**src/rtl/bomb_drop_pkg.sv**
```systemverilog
// bomb_drop_pkg: shared defaults, slot-state encoding and slot count for the bomb dropper.
package bomb_drop_pkg;
    localparam int N_SLOTS       = 3;
    localparam int X_MAX_DEF     = 200;
    localparam int Y_GROUND_DEF  = 240;
    localparam int STEP_DEF      = 4;
    localparam int SPAWN_GAP_DEF = 16;

    typedef enum logic {
        IDLE = 1'b0,
        FALL = 1'b1
    } slot_state_e;

    // Fold an out-of-range random column back into 0..x_max-1 with a single subtract.
    function automatic logic [7:0] wrap_x(input logic [7:0] r, input int x_max);
        return (int'(r) < x_max) ? r : 8'(int'(r) - x_max);
    endfunction
endpackage

```
**src/rtl/bomb_slot.sv**
```systemverilog
// bomb_slot: one falling-bomb slot -- state, column, row and landing detect.
module bomb_slot
    import bomb_drop_pkg::*;
#(
    parameter int Y_GROUND = Y_GROUND_DEF,
    parameter int STEP     = STEP_DEF
) (
    input  logic       clk,
    input  logic       rst,
    input  logic       adv_i,
    input  logic       spawn_i,
    input  logic [7:0] spawn_x_i,
    input  logic       hit_i,
    output logic       valid_o,
    output logic [7:0] x_o,
    output logic [7:0] y_o,
    output logic       land_o,
    output logic       pulse_o
);
    slot_state_e state_q, state_d;
    logic [7:0]  x_q, x_d, y_q, y_d;
    logic        pulse_q;
    logic [8:0]  y_nxt;
    logic        lands;

    // A hit beats a landing in the same cycle, so the landing is suppressed outright.
    assign y_nxt = {1'b0, y_q} + 9'(STEP);
    assign lands = (state_q == FALL) && !hit_i && adv_i && (y_nxt >= 9'(Y_GROUND));

    always_comb begin
        state_d = state_q;
        x_d     = x_q;
        y_d     = y_q;
        if (state_q == FALL) begin
            if (hit_i || lands)
                state_d = IDLE;
            else if (adv_i)
                y_d = y_nxt[7:0];
        end else if (spawn_i) begin
            state_d = FALL;
            x_d     = spawn_x_i;
            y_d     = 8'd0;
        end
    end

    always_ff @(posedge clk) begin
        if (rst) begin
            state_q <= IDLE;
            x_q     <= 8'd0;
            y_q     <= 8'd0;
            pulse_q <= 1'b0;
        end else begin
            state_q <= state_d;
            x_q     <= x_d;
            y_q     <= y_d;
            pulse_q <= lands;
        end
    end

    assign valid_o = (state_q == FALL);
    assign x_o     = x_q;
    assign y_o     = y_q;
    assign land_o  = lands;
    assign pulse_o = pulse_q;
endmodule

```
**src/rtl/bomb_drop_ctrl.sv**
```systemverilog
// bomb_drop_ctrl: spawn timer, slot arbitration and landing counter around three bomb slots.
module bomb_drop_ctrl
    import bomb_drop_pkg::*;
#(
    parameter int X_MAX     = X_MAX_DEF,
    parameter int Y_GROUND  = Y_GROUND_DEF,
    parameter int STEP      = STEP_DEF,
    parameter int SPAWN_GAP = SPAWN_GAP_DEF
) (
    input  logic       clk,
    input  logic       rst,
    input  logic       enable,
    input  logic       tick,
    input  logic [7:0] rand_num0,
    input  logic [7:0] rand_num1,
    input  logic [7:0] rand_num2,
    input  logic [2:0] hit,
    output logic [2:0] bomb_valid,
    output logic [7:0] bomb_x0,
    output logic [7:0] bomb_x1,
    output logic [7:0] bomb_x2,
    output logic [7:0] bomb_y0,
    output logic [7:0] bomb_y1,
    output logic [7:0] bomb_y2,
    output logic [2:0] ground_pulse,
    output logic       spawn_miss,
    output logic [7:0] ground_cnt
);
    logic       adv, attempt;
    logic [7:0] timer_q, timer_d;
    logic [7:0] cnt_q, cnt_d;
    logic [8:0] cnt_sum;
    logic       miss_q;
    logic [2:0] valid, spawn, land, pulse;
    logic [7:0] rand_a [N_SLOTS];
    logic [7:0] x_a [N_SLOTS];
    logic [7:0] y_a [N_SLOTS];

    assign adv     = tick && enable;
    assign attempt = adv && (timer_q == 8'(SPAWN_GAP - 1));
    assign timer_d = adv ? (attempt ? 8'd0 : timer_q + 8'd1) : timer_q;

    // Isolate the lowest clear bit of the registered valid mask; all-ones yields zero.
    assign spawn = attempt ? (~valid & (valid + 3'd1)) : 3'b000;

    assign cnt_sum = {1'b0, cnt_q} + 9'(land[0]) + 9'(land[1]) + 9'(land[2]);
    assign cnt_d   = (cnt_sum > 9'd255) ? 8'd255 : cnt_sum[7:0];

    assign rand_a = '{rand_num0, rand_num1, rand_num2};

    for (genvar g = 0; g < N_SLOTS; g++) begin : g_slot
        bomb_slot #(
            .Y_GROUND(Y_GROUND),
            .STEP    (STEP)
        ) u_slot (
            .clk      (clk),
            .rst      (rst),
            .adv_i    (adv),
            .spawn_i  (spawn[g]),
            .spawn_x_i(wrap_x(rand_a[g], X_MAX)),
            .hit_i    (hit[g]),
            .valid_o  (valid[g]),
            .x_o      (x_a[g]),
            .y_o      (y_a[g]),
            .land_o   (land[g]),
            .pulse_o  (pulse[g])
        );
    end

    always_ff @(posedge clk) begin
        if (rst) begin
            timer_q <= 8'd0;
            cnt_q   <= 8'd0;
            miss_q  <= 1'b0;
        end else begin
            timer_q <= timer_d;
            cnt_q   <= cnt_d;
            miss_q  <= attempt && (&valid);
        end
    end

    assign bomb_valid   = valid;
    assign bomb_x0      = x_a[0];
    assign bomb_x1      = x_a[1];
    assign bomb_x2      = x_a[2];
    assign bomb_y0      = y_a[0];
    assign bomb_y1      = y_a[1];
    assign bomb_y2      = y_a[2];
    assign ground_pulse = pulse;
    assign spawn_miss   = miss_q;
    assign ground_cnt   = cnt_q;
endmodule

```
**config.mk**
```make
export PLATFORM = sky130hd
export DESIGN_NAME = bomb_drop_ctrl
export DESIGN_NICKNAME = d
export VERILOG_FILES = /design/src/rtl/bomb_drop_pkg.sv /design/src/rtl/bomb_slot.sv /design/src/rtl/bomb_drop_ctrl.sv
export SDC_FILE = /design/constraint.sdc
export NUM_CORES = 1
export LEC_CHECK = 0
export BUFFER_PORTS_ARGS = -buffer_cell sky130_fd_sc_hd__buf_2
export CELL_PAD_IN_SITES_DETAIL_PLACEMENT = 1
export CELL_PAD_IN_SITES_GLOBAL_PLACEMENT = 1
export CORE_MARGIN = 3
export CORE_UTILIZATION = 35
export DETAILED_ROUTE_END_ITERATION = 12
export PLACE_DENSITY_LB_ADDON = 0.3
export SLEW_MARGIN = 30
export SYNTH_ARGS = -nofsm -noshare
export SYNTH_HDL_FRONTEND = slang
export SYNTH_HIERARCHICAL = 1
export SYNTH_SLANG_ARGS = --single-unit
```
**constraint.sdc**
```tcl
create_clock -name clk -period 2.9 [get_ports clk]
set_input_delay 0.29 -clock clk [delete_from_list [all_inputs] [get_ports clk]]
set_output_delay 0.29 -clock clk [all_outputs]
set_load 0.01 [all_outputs]
```
==> After elaboration in Yosys (flattened, before gate mapping) <==
Cells that the tools add are included.
{ "word_totals": {"ff_bits": 71, "elab_cells": 100, "output_inout_bits": 63, "in_bits": 31} }
{ "op_classes": {"reduce_logical": 28, "n_eq_ne": 7, "addsub": 11, "magnitude_cmp": 7, "muxes": 27, "bitwise": 5} }
{ "ops": {"columns": ["op", "n"], "rows": [
  ["2-to-1 mux 8 bit", 17],
  ["adder 8 x 3 -> 9 bit (second input constant)", 3],
  [">= comparator 9 x 8 -> 1 bit (second input constant)", 3],
  ["less-than comparator 8 bit (second input constant)", 3],
  ["subtractor 8 bit (second input constant)", 3],
  ["adder 9 x 1 -> 9 bit", 2],
  ["logical AND 1 bit", 12],
  ["!= test 2 bit (second input constant)", 6],
  ["AND reduction 3 bit", 4],
  ["adder 8 x 1 -> 9 bit", 1],
  ["greater-than comparator 9 x 8 -> 1 bit (second input constant)", 1],
  ["2-to-1 mux 1 bit", 9],
  ["adder 8 x 1 -> 8 bit (second input constant)", 1],
  ["equality test 8 x 4 -> 1 bit (second input constant)", 1],
  ["AND reduction 2 bit", 3],
  ["nonzero test 2 bit", 3],
  ["adder 3 x 1 -> 3 bit (second input constant)", 1],
  ["AND 3 bit", 1],
  ["logical NOT 1 bit", 3],
  ["logical OR 1 bit", 3],
  ["2-to-1 mux 3 bit", 1],
  ["NOT 1 bit", 3],
  ["NOT 3 bit", 1]
]} }

==> Depth between registers and ports, before layout <==
Gate-level depths: netlist (run 1).
{ "logic_depth": {"ltp_word": 9, "depth_mapped": 12, "ltp_nobuf": 12} }

==> Modules after synthesis <==
The synthesis (run 1) kept the hierarchy.
{ "modules_own_cells": {"columns": ["mod", "cells_each", "seq_area_each_um2", "area_each_um2", "n_inst"], "rows": [
  ["bomb_slot", 103, 320.3, 825.8, 3],
  ["bomb_drop_ctrl", 148, 340.3, 1187.4, 1]
]} }

==> Worst setup path before layout (run 1) <==
Ideal clock, no wire load.
{ "synth_path": {"path_type": "register to register", "from": "register g_slot[0].u_slot.y_q[2]", "to": "register cnt_q[7] (netlist: ground_cnt[7])", "path_slack_ns": -0.344, "period_less_slack_ns": 3.244, "required_time_ns": 2.784, "arrival_time_ns": 3.128, "stages_incl_launch_ff": 13, "n_path_buf": 0, "path_cell_list": "dfxtp_1 -> ha_1 -> and3_1 -> nand3_1 -> and2_1 -> nor2_1 -> fa_1 -> ha_1 -> inv_1 -> fa_1 -> and4b_1 -> or4_1 -> o211a_1"} }
{ "synth_between": {"elab_chain_cells": 8} }
{ "synth_rtl": {"columns": ["element", "line_no", "rtl"], "rows": [
  ["start: declaration", "bomb_slot.sv:21", "logic [7:0] x_q, x_d, y_q, y_d;"],
  ["start signal: assignment", "bomb_slot.sv:55", "y_q <= y_d;"],
  ["adder 8 x 3 -> 9 bit (*)", "bomb_slot.sv:27", "assign y_nxt = {1'b0, y_q} + 9'(STEP);"],
  [">= comparator 9 x 8 -> 1 bit (*)", "bomb_slot.sv:28", "assign lands = (state_q == FALL) && !hit_i && adv_i && (y_nxt >= 9'(Y_GROUND));"],
  ["logical AND 1 bit (*)", "bomb_slot.sv:28", null],
  ["named net land[0]", "bomb_drop_ctrl.sv:34", "logic [2:0] valid, spawn, land, pulse;"],
  ["adder 8 x 1 -> 9 bit (*)", "bomb_drop_ctrl.sv:46", "assign cnt_sum = {1'b0, cnt_q} + 9'(land[0]) + 9'(land[1]) + 9'(land[2]);"],
  ["adder 9 x 1 -> 9 bit (*) (2 in a row)", "bomb_drop_ctrl.sv:46", null],
  ["greater-than comparator 9 x 8 -> 1 bit", "bomb_drop_ctrl.sv:47", "assign cnt_d = (cnt_sum > 9'd255) ? 8'd255 : cnt_sum[7:0];"],
  ["2-to-1 mux 8 bit (*)", "bomb_drop_ctrl.sv:47", null],
  ["end signal: assignment", "bomb_drop_ctrl.sv:77", "cnt_q <= cnt_d;"],
  ["end: declaration", "bomb_drop_ctrl.sv:31", "logic [7:0] cnt_q, cnt_d;"]
]} }
The timed path passes the listed nets; every way through them passes the cells marked *.
A chain may end at the register's enable or synchronous reset.

==> Worst setup path in the final report (run 1) <==
Same ends and word-level chain as after synthesis.

==> run_results.csv, run 1 <==
group,metric,value,unit
sta,period_share,104,%
setup_path,start_kind,"flip-flop",
place,portBuffers,87,
floorplanning,placementRows,36,
synthesis,synth_cells,457,
floorplanning,fp.dieH,108,um
setup_path,critPathCaptureType,"flip-flop",
setup_path,worstPathArrival,3.25,ns
setup_path,worstPathRequired,3.13,ns
setup_path,reg2reg_depth,12,
sta,max_freq,331,MHz
detailed_routing,routed_via_density,5.28,
run_status,outcome,"finished, violations left",
global_routing,grt_usage,19.5,%
sta,finalHoldViolations,0,
hold_path,hold_path.startpoint,"rand_num2[2]",
run_status,violations,"setup timing",
synthesis,syn_avg_cell_area,8.02,um2
synthesis,synth_cell_types,55,
hold_path,hold_end,"g_slot[2].u_slot/x_o[2]$_SDFFE_PP0P_",
sta,period_needed,3.02,ns
synthesis,synthMuxAreaShare,1.74,%
clock_tree,path_clk_slew,0.07,ns
detailed_routing,wl_met2,5590,um
setup_path,cp_slowest_cell,"or4_1",
global_routing,grt_first_pass_wirelength,18700,um
detailed_routing,drc,0,
power,seq_power_share,48.4,%
sta,finClkSkew,0.00996,ns
clock_tree,clock_tree.root_cell,"clkbuf_8",
detailed_routing,ant_nets,0,
clock_tree,clock_path_buffers,2,
synthesis,ys_ff_latch,65,
synthesis,synth_edf_count,0,
power,p_sw,420,uW
place,place.gp.congestion,0.837,
sta,fin_tns_setup,-0.433,ns
synthesis,yosys_warnings,6,
clock_tree,holdBufCountCts,0,
setup_path,r2r_slack,-0.12,ns
global_routing,grt_max_degree,31,
global_routing,grt_pass1_vias,4015,
sta,setup_viol,8,
final_layout,n_antenna_cell,0,
global_routing,antenna_found_initial,0,
clock_tree,htree_levels,3,
detailed_routing,top_layer_used,"met4",
floorplanning,ios,94,
synthesis,ys.flop_type,"dfxtp_1",
run,drv_cap,0,
synthesis,synth_top_family_by_area,"simple AND/OR/NAND/NOR gates",
setup_path,r2r_start,"g_slot[0].u_slot/y_o[2]$_SDFFE_PP0P_",
setup_path,critical-path-max-stage-delay,0.47,ns
setup_path,crit_buf_inv,1,
final_layout,fillers,1252,
sta,setup_ws,-0.124,ns
detailed_routing,drt-initial-drc-count,133,
clock_tree,cts_tree,"built",
power,power_density,376,nW/um2
detailed_routing,num_vias,3860,
sta,rsz0062_at_grt,"yes",
clock_tree,worst_skew_pair.late_latency,0.34,ns
synthesis,synth_compound_area_share,23.4,%
hold_path,whs_path_depth,3,
place,place_hpwl,8220,um
detailed_routing,routed_wl,11200,um
synthesis,syn_area,3660,um2
setup_path,r2r_end,"ground_cnt[7]$_SDFF_PP0_",
detailed_routing,post_drt_wl_per_cell,15.4,um
power,clkPwrFrac,45.5,%
floorplanning,fp.dieArea,11700,um2
final_layout,nets,638,
power,p_leak,0.00213,uW
synthesis,synthAdderAreaFrac,5.19,%
power,switching_share,22.8,%
clock_tree,cts.sinks,65,
place,post-place-ws,-0.198,ns
global_routing,overflow,0,
setup_path,cp_top_family,"simple AND/OR/NAND/NOR gates",
synthesis,synth-simple-area-share,27.7,%
final_layout,post-route-util,49.3,%
synthesis,async_flop_share,0,%
power,internal-power,1420,uW
power,p_comb_share,6.1,%
detailed_routing,wl_met1,5050,um
sta,tightest_slew,0.579,ns
final_layout,layout_common_cells,"87 x nand2_1, 87 x buf_2, 58 x buf_4, 55 x dfxtp_1, 42 x a21oi_1",
floorplanning,die_x,108,um
floorplanning,core_area,9950,um2
sta,whs,0.186,ns
synthesis,ys_seq_area_share,35.5,%
sta,slew_violations,0,
final_layout,syn_to_final_growth,33.9,%
synthesis,synthXorXnorAreaFrac,0.478,%
setup_path,cp_max_fo,5,
floorplanning,initial_core_util,36.8,%
detailed_routing,dr.pass1.iters,5,
clock_tree,cts_buffers,9,
sta,slew_headroom,61.4,%
setup_path,timing.critical_path.from,"g_slot[0].u_slot/y_o[2]$_SDFFE_PP0P_",
detailed_routing,dr_wl_met3,416,um
final_layout,drive_gt1_share,32.6,%
power,irDropWorstVdd,0.158,mV
setup_path,critical_path_class,"flip-flop to flip-flop",
hold_path,holdCritPathClass,"primary input to flip-flop",
setup_path,crit_chain,"and4_4, mux2i_4, o21ai_2, and2_4, nor2_4, fa_1, ha_2, inv_2, fa_2, and4b_1, or4_1, o211a_1",
power by group through the flow:
stage               Combinational, uW  Clock, uW  Sequential [uW]
global placement                  107          0              912
floorplan                        64.1          0              911
finish                            113        839              891
CTS                               113        868              891
detailed placement                112          0              912
global route                      128        906              891
worst max path at each step:
stage,endpoint,slack (ns),cells past startpoint
CTS,ground_cnt[7]$_SDFF_PP0_,-0.11,12
global placement,ground_cnt[7]$_SDFF_PP0_,-0.09,12
floorplan,ground_cnt[7]$_SDFF_PP0_,-0.07,12
detailed placement,ground_cnt[7]$_SDFF_PP0_,-0.20,12
global route,ground_cnt[7]$_SDFF_PP0_,-0.26,12
finish,ground_cnt[7]$_SDFF_PP0_,-0.12,12
layout make-up:
type	instances	area (um2)	area share, %
well taps	133	166	3.39
clock inverters	2	35.0	0.714
multi-input cells	353	2260	46.0
inverters	19	71.3	1.45
clock buffers	14	183	3.72
repair buffers	145	871	17.7
flip-flops and latches	65	1320	27.0
state kept, by name, indices dropped and copies added (netlist names):
signal                 count
g_slot.u_slot/y_o         18
g_slot.u_slot/x_o         24
g_slot.u_slot/pulse_o      3
spawn_miss                 1
ground_cnt                 8
timer_q                    8
g_slot.u_slot/valid_o      3
repair_timing:
item,4_1_cts,5_1_grt
resized for setup,4,4
pin swaps,5,1
setup buffers,7,2
endpoints found under the setup margin,8,8
worst register-to-register path: stages (launching register included):
cell,delay [ns]
dfxtp_4,0.39
and4_4,0.26
mux2i_4,0.25
o21ai_2,0.09
and2_4,0.15
nor2_4,0.08
fa_1,0.42
ha_2,0.21
inv_2,0.06
fa_2,0.20
and4b_1,0.21
or4_1,0.47
o211a_1,0.12
per-layer routing:
| metal | up-vias | GRT usage [%] |
|---|---|---|
| li1 | 1920 | - |
| met2 | 69 | 33.2 |
| met3 | 12 | 3.16 |
| met5 | - | 0 |
| met4 | 0 | 8.03 |
| met1 | 1859 | 24.5 |
kinds of logic after synthesis:
kind of cell,count (synthesis)
AOI/OAI and AO/OA,128
xor gates and xnor gates,2
adders and majority gates,14
buffers and inverters,42
DFF,65
muxes,6
other,3
and+or+nand+nor,197
synthesized netlist by cell type (9+ instances only):
cell / count / area, um2
and3_1: 13 / 81.3
ha_1: 12 / 150
dfxtp_1: 65 / 1300
o31ai_1: 11 / 82.6
o21ai_0: 18 / 90.1
a21oi_1: 42 / 210
and2_1: 9 / 56.3
nand2_1: 87 / 327
inv_1: 18 / 67.6
nor3_1: 9 / 45.0
nor2_1: 14 / 52.6
nand3_1: 16 / 80.1
clkbuf_1: 10 / 37.5
per-stage QoR:
stage,instance area [um2],total power [uW],std cells
detailed placement,4580,1020,706
global route,4910,1920,731
global placement,4580,1020,706
CTS,4870,1870,729
floorplan,3750,976,460
finish,4910,1840,731
Note: power is estimated with default switching activity, not from simulation.
==> inputs of run 2 (changes only) <==
Settings changed: SKIP_CTS_REPAIR_TIMING from default to 1.
==> run_results.csv, run 2 (synthesis gave the netlist of run 1 again) <==
group,metric,value,unit
floorplanning,core_area,9950,um2
setup_path,critical-path-max-stage-delay,0.46,ns
final_layout,nets,636,
final_layout,largest_reg_flops,24,
setup_path,worstPathArrival,3.31,ns
hold_path,hold_path.startpoint,"rand_num2[2]",
sta,fin_tns_setup,-0.269,ns
power,switching_share,22.8,%
setup_path,cp_max_fo,5,
detailed_routing,num_vias,3851,
setup_path,crit_buf_inv,1,
sta,finalHoldViolations,0,
clock_tree,cts_tree,"built",
place,portBuffers,87,
power,irDropWorstVdd,0.157,mV
run_status,violations,"setup timing",
clock_tree,htree_levels,3,
place,post_dp_cell_area,4580,um2
floorplanning,fp.dieH,108,um
detailed_routing,routed_via_density,5.28,
sta,period_needed,3.08,ns
floorplanning,die_x,108,um
global_routing,grt_max_degree,31,
global_routing,grt_usage,19.2,%
setup_path,crit_chain,"a21bo_1, a211oi_4, o21ai_4, and2_4, nor2_4, fa_1, ha_2, inv_2, fa_2, and4b_1, or4_1, o211a_1",
clock_tree,clock_tree.root_cell,"clkbuf_8",
floorplanning,placementRows,36,
clock_tree,clock_path_buffers,2,
global_routing,grt_first_pass_wirelength,18500,um
floorplanning,fp.dieArea,11700,um2
detailed_routing,drc,0,
sta,tightest_slew,0.588,ns
setup_path,r2r_start,"g_slot[2].u_slot/y_o[5]$_SDFFE_PP0P_",
hold_path,holdCritPathClass,"primary input to flip-flop",
setup_path,critical_path_class,"flip-flop to flip-flop",
detailed_routing,ant_nets,0,
sta,setup_viol,2,
power,clkPwrFrac,45.5,%
sta,max_freq,325,MHz
sta,slew_headroom,60.8,%
setup_path,timing.critical_path.from,"g_slot[2].u_slot/y_o[5]$_SDFFE_PP0P_",
clock_tree,worst_skew_pair.late_latency,0.34,ns
setup_path,worstPathRequired,3.13,ns
run,drv_cap,0,
sta,slew_violations,0,
place,post-place-ws,-0.198,ns
final_layout,n_antenna_cell,0,
clock_tree,cts.sinks,65,
power,internal-power,1420,uW
floorplanning,initial_core_util,36.8,%
detailed_routing,drt-initial-drc-count,120,
global_routing,grt_pass1_vias,3965,
final_layout,syn_to_final_growth,34.9,%
power,power_density,373,nW/um2
detailed_routing,dr.pass1.iters,8,
power,p_sw,421,uW
clock_tree,path_clk_slew,0.07,ns
sta,rsz0062_at_grt,"yes",
place,place_hpwl,8220,um
final_layout,layout_common_cells,"87 x nand2_1, 87 x buf_2, 55 x buf_4, 53 x dfxtp_1, 41 x a21oi_1",
power,seq_power_share,48.3,%
final_layout,drive_gt1_share,33.6,%
sta,setup_ws,-0.180,ns
place,place.gp.congestion,0.837,
global_routing,overflow,0,
floorplanning,ios,94,
run_status,outcome,"finished, violations left",
detailed_routing,post_drt_wl_per_cell,15.4,um
sta,period_share,106,%
global_routing,antenna_found_initial,0,
power,p_comb_share,6.2,%
setup_path,start_kind,"flip-flop",
setup_path,cp_slowest_cell,"or4_1",
setup_path,cp_top_family,"simple AND/OR/NAND/NOR gates",
sta,finClkSkew,0.00969,ns
setup_path,critPathCaptureType,"flip-flop",
clock_tree,cts_buffers,9,
power,p_leak,0.00212,uW
detailed_routing,routed_wl,11200,um
final_layout,final_area,4940,um2
[run 2: routing by layer]
layer / vias to the layer above / GRT usage (%) / part of all wire (%)
met5: - / 0 / 0
met4: 0 / 8.03 / 2.0
met3: 17 / 3.16 / 3.5
met2: 75 / 32.8 / 49
met1: 1848 / 24.1 / 45
li1: 1911 / - / -
[run 2: path summary, 6_finish.rpt]
check	endpoint	slack [ns]	cells after the start
max	ground_cnt[7]$_SDFF_PP0_	-0.18	12
min	g_slot[2].u_slot/x_o[2]$_SDFFE_PP0P_	0.19	3
max reg2reg	ground_cnt[7]$_SDFF_PP0_	-0.18	12
min reg2reg	g_slot[2].u_slot/x_o[2]$_SDFFE_PP0P_	0.46	2
[run 2: through the flow]
stage | utilization (%) | std cells | hold slack (ns) | total power (uW)
5_1_grt | 49.7 | 729 | 0.172 | 1920
3_3_place_gp | 46.0 | 706 | 0.438 | 1020
2_1_floorplan | - | 460 | 0.361 | 976
6_report | 49.7 | 729 | 0.188 | 1840
3_5_place_dp | 46.0 | 706 | 0.446 | 1020
4_1_cts | 48.2 | 722 | 0.167 | 1870
[run 2: cell type report]
class	count	area, um2
clock inverters	2	35.0
inverters	19	71.3
repair buffers	143	860
flip-flops and latches	65	1330
clock buffers	14	183
multi-input cells	353	2300
well taps	133	166
fillers	1249	5010
[run 2: power by group through the flow]
stage	Combinational (uW)	Sequential [uW]	Clock [uW]
after floorplan	64.1	911	0
final	114	890	839
after global routing	128	889	906
after CTS	113	891	868
after detailed placement	112	912	0
after global placement	107	912	0
[run 2: worst reg2reg max path, delay by kind of cell (launching register included)]
family                     cells  cell delay (ns)
adders and majority gates      3             0.86
DFF                            1             0.37
and+or+nand+nor                4             0.92
AOI/OAI and AO/OA              4             0.78
buffers and inverters          1             0.06
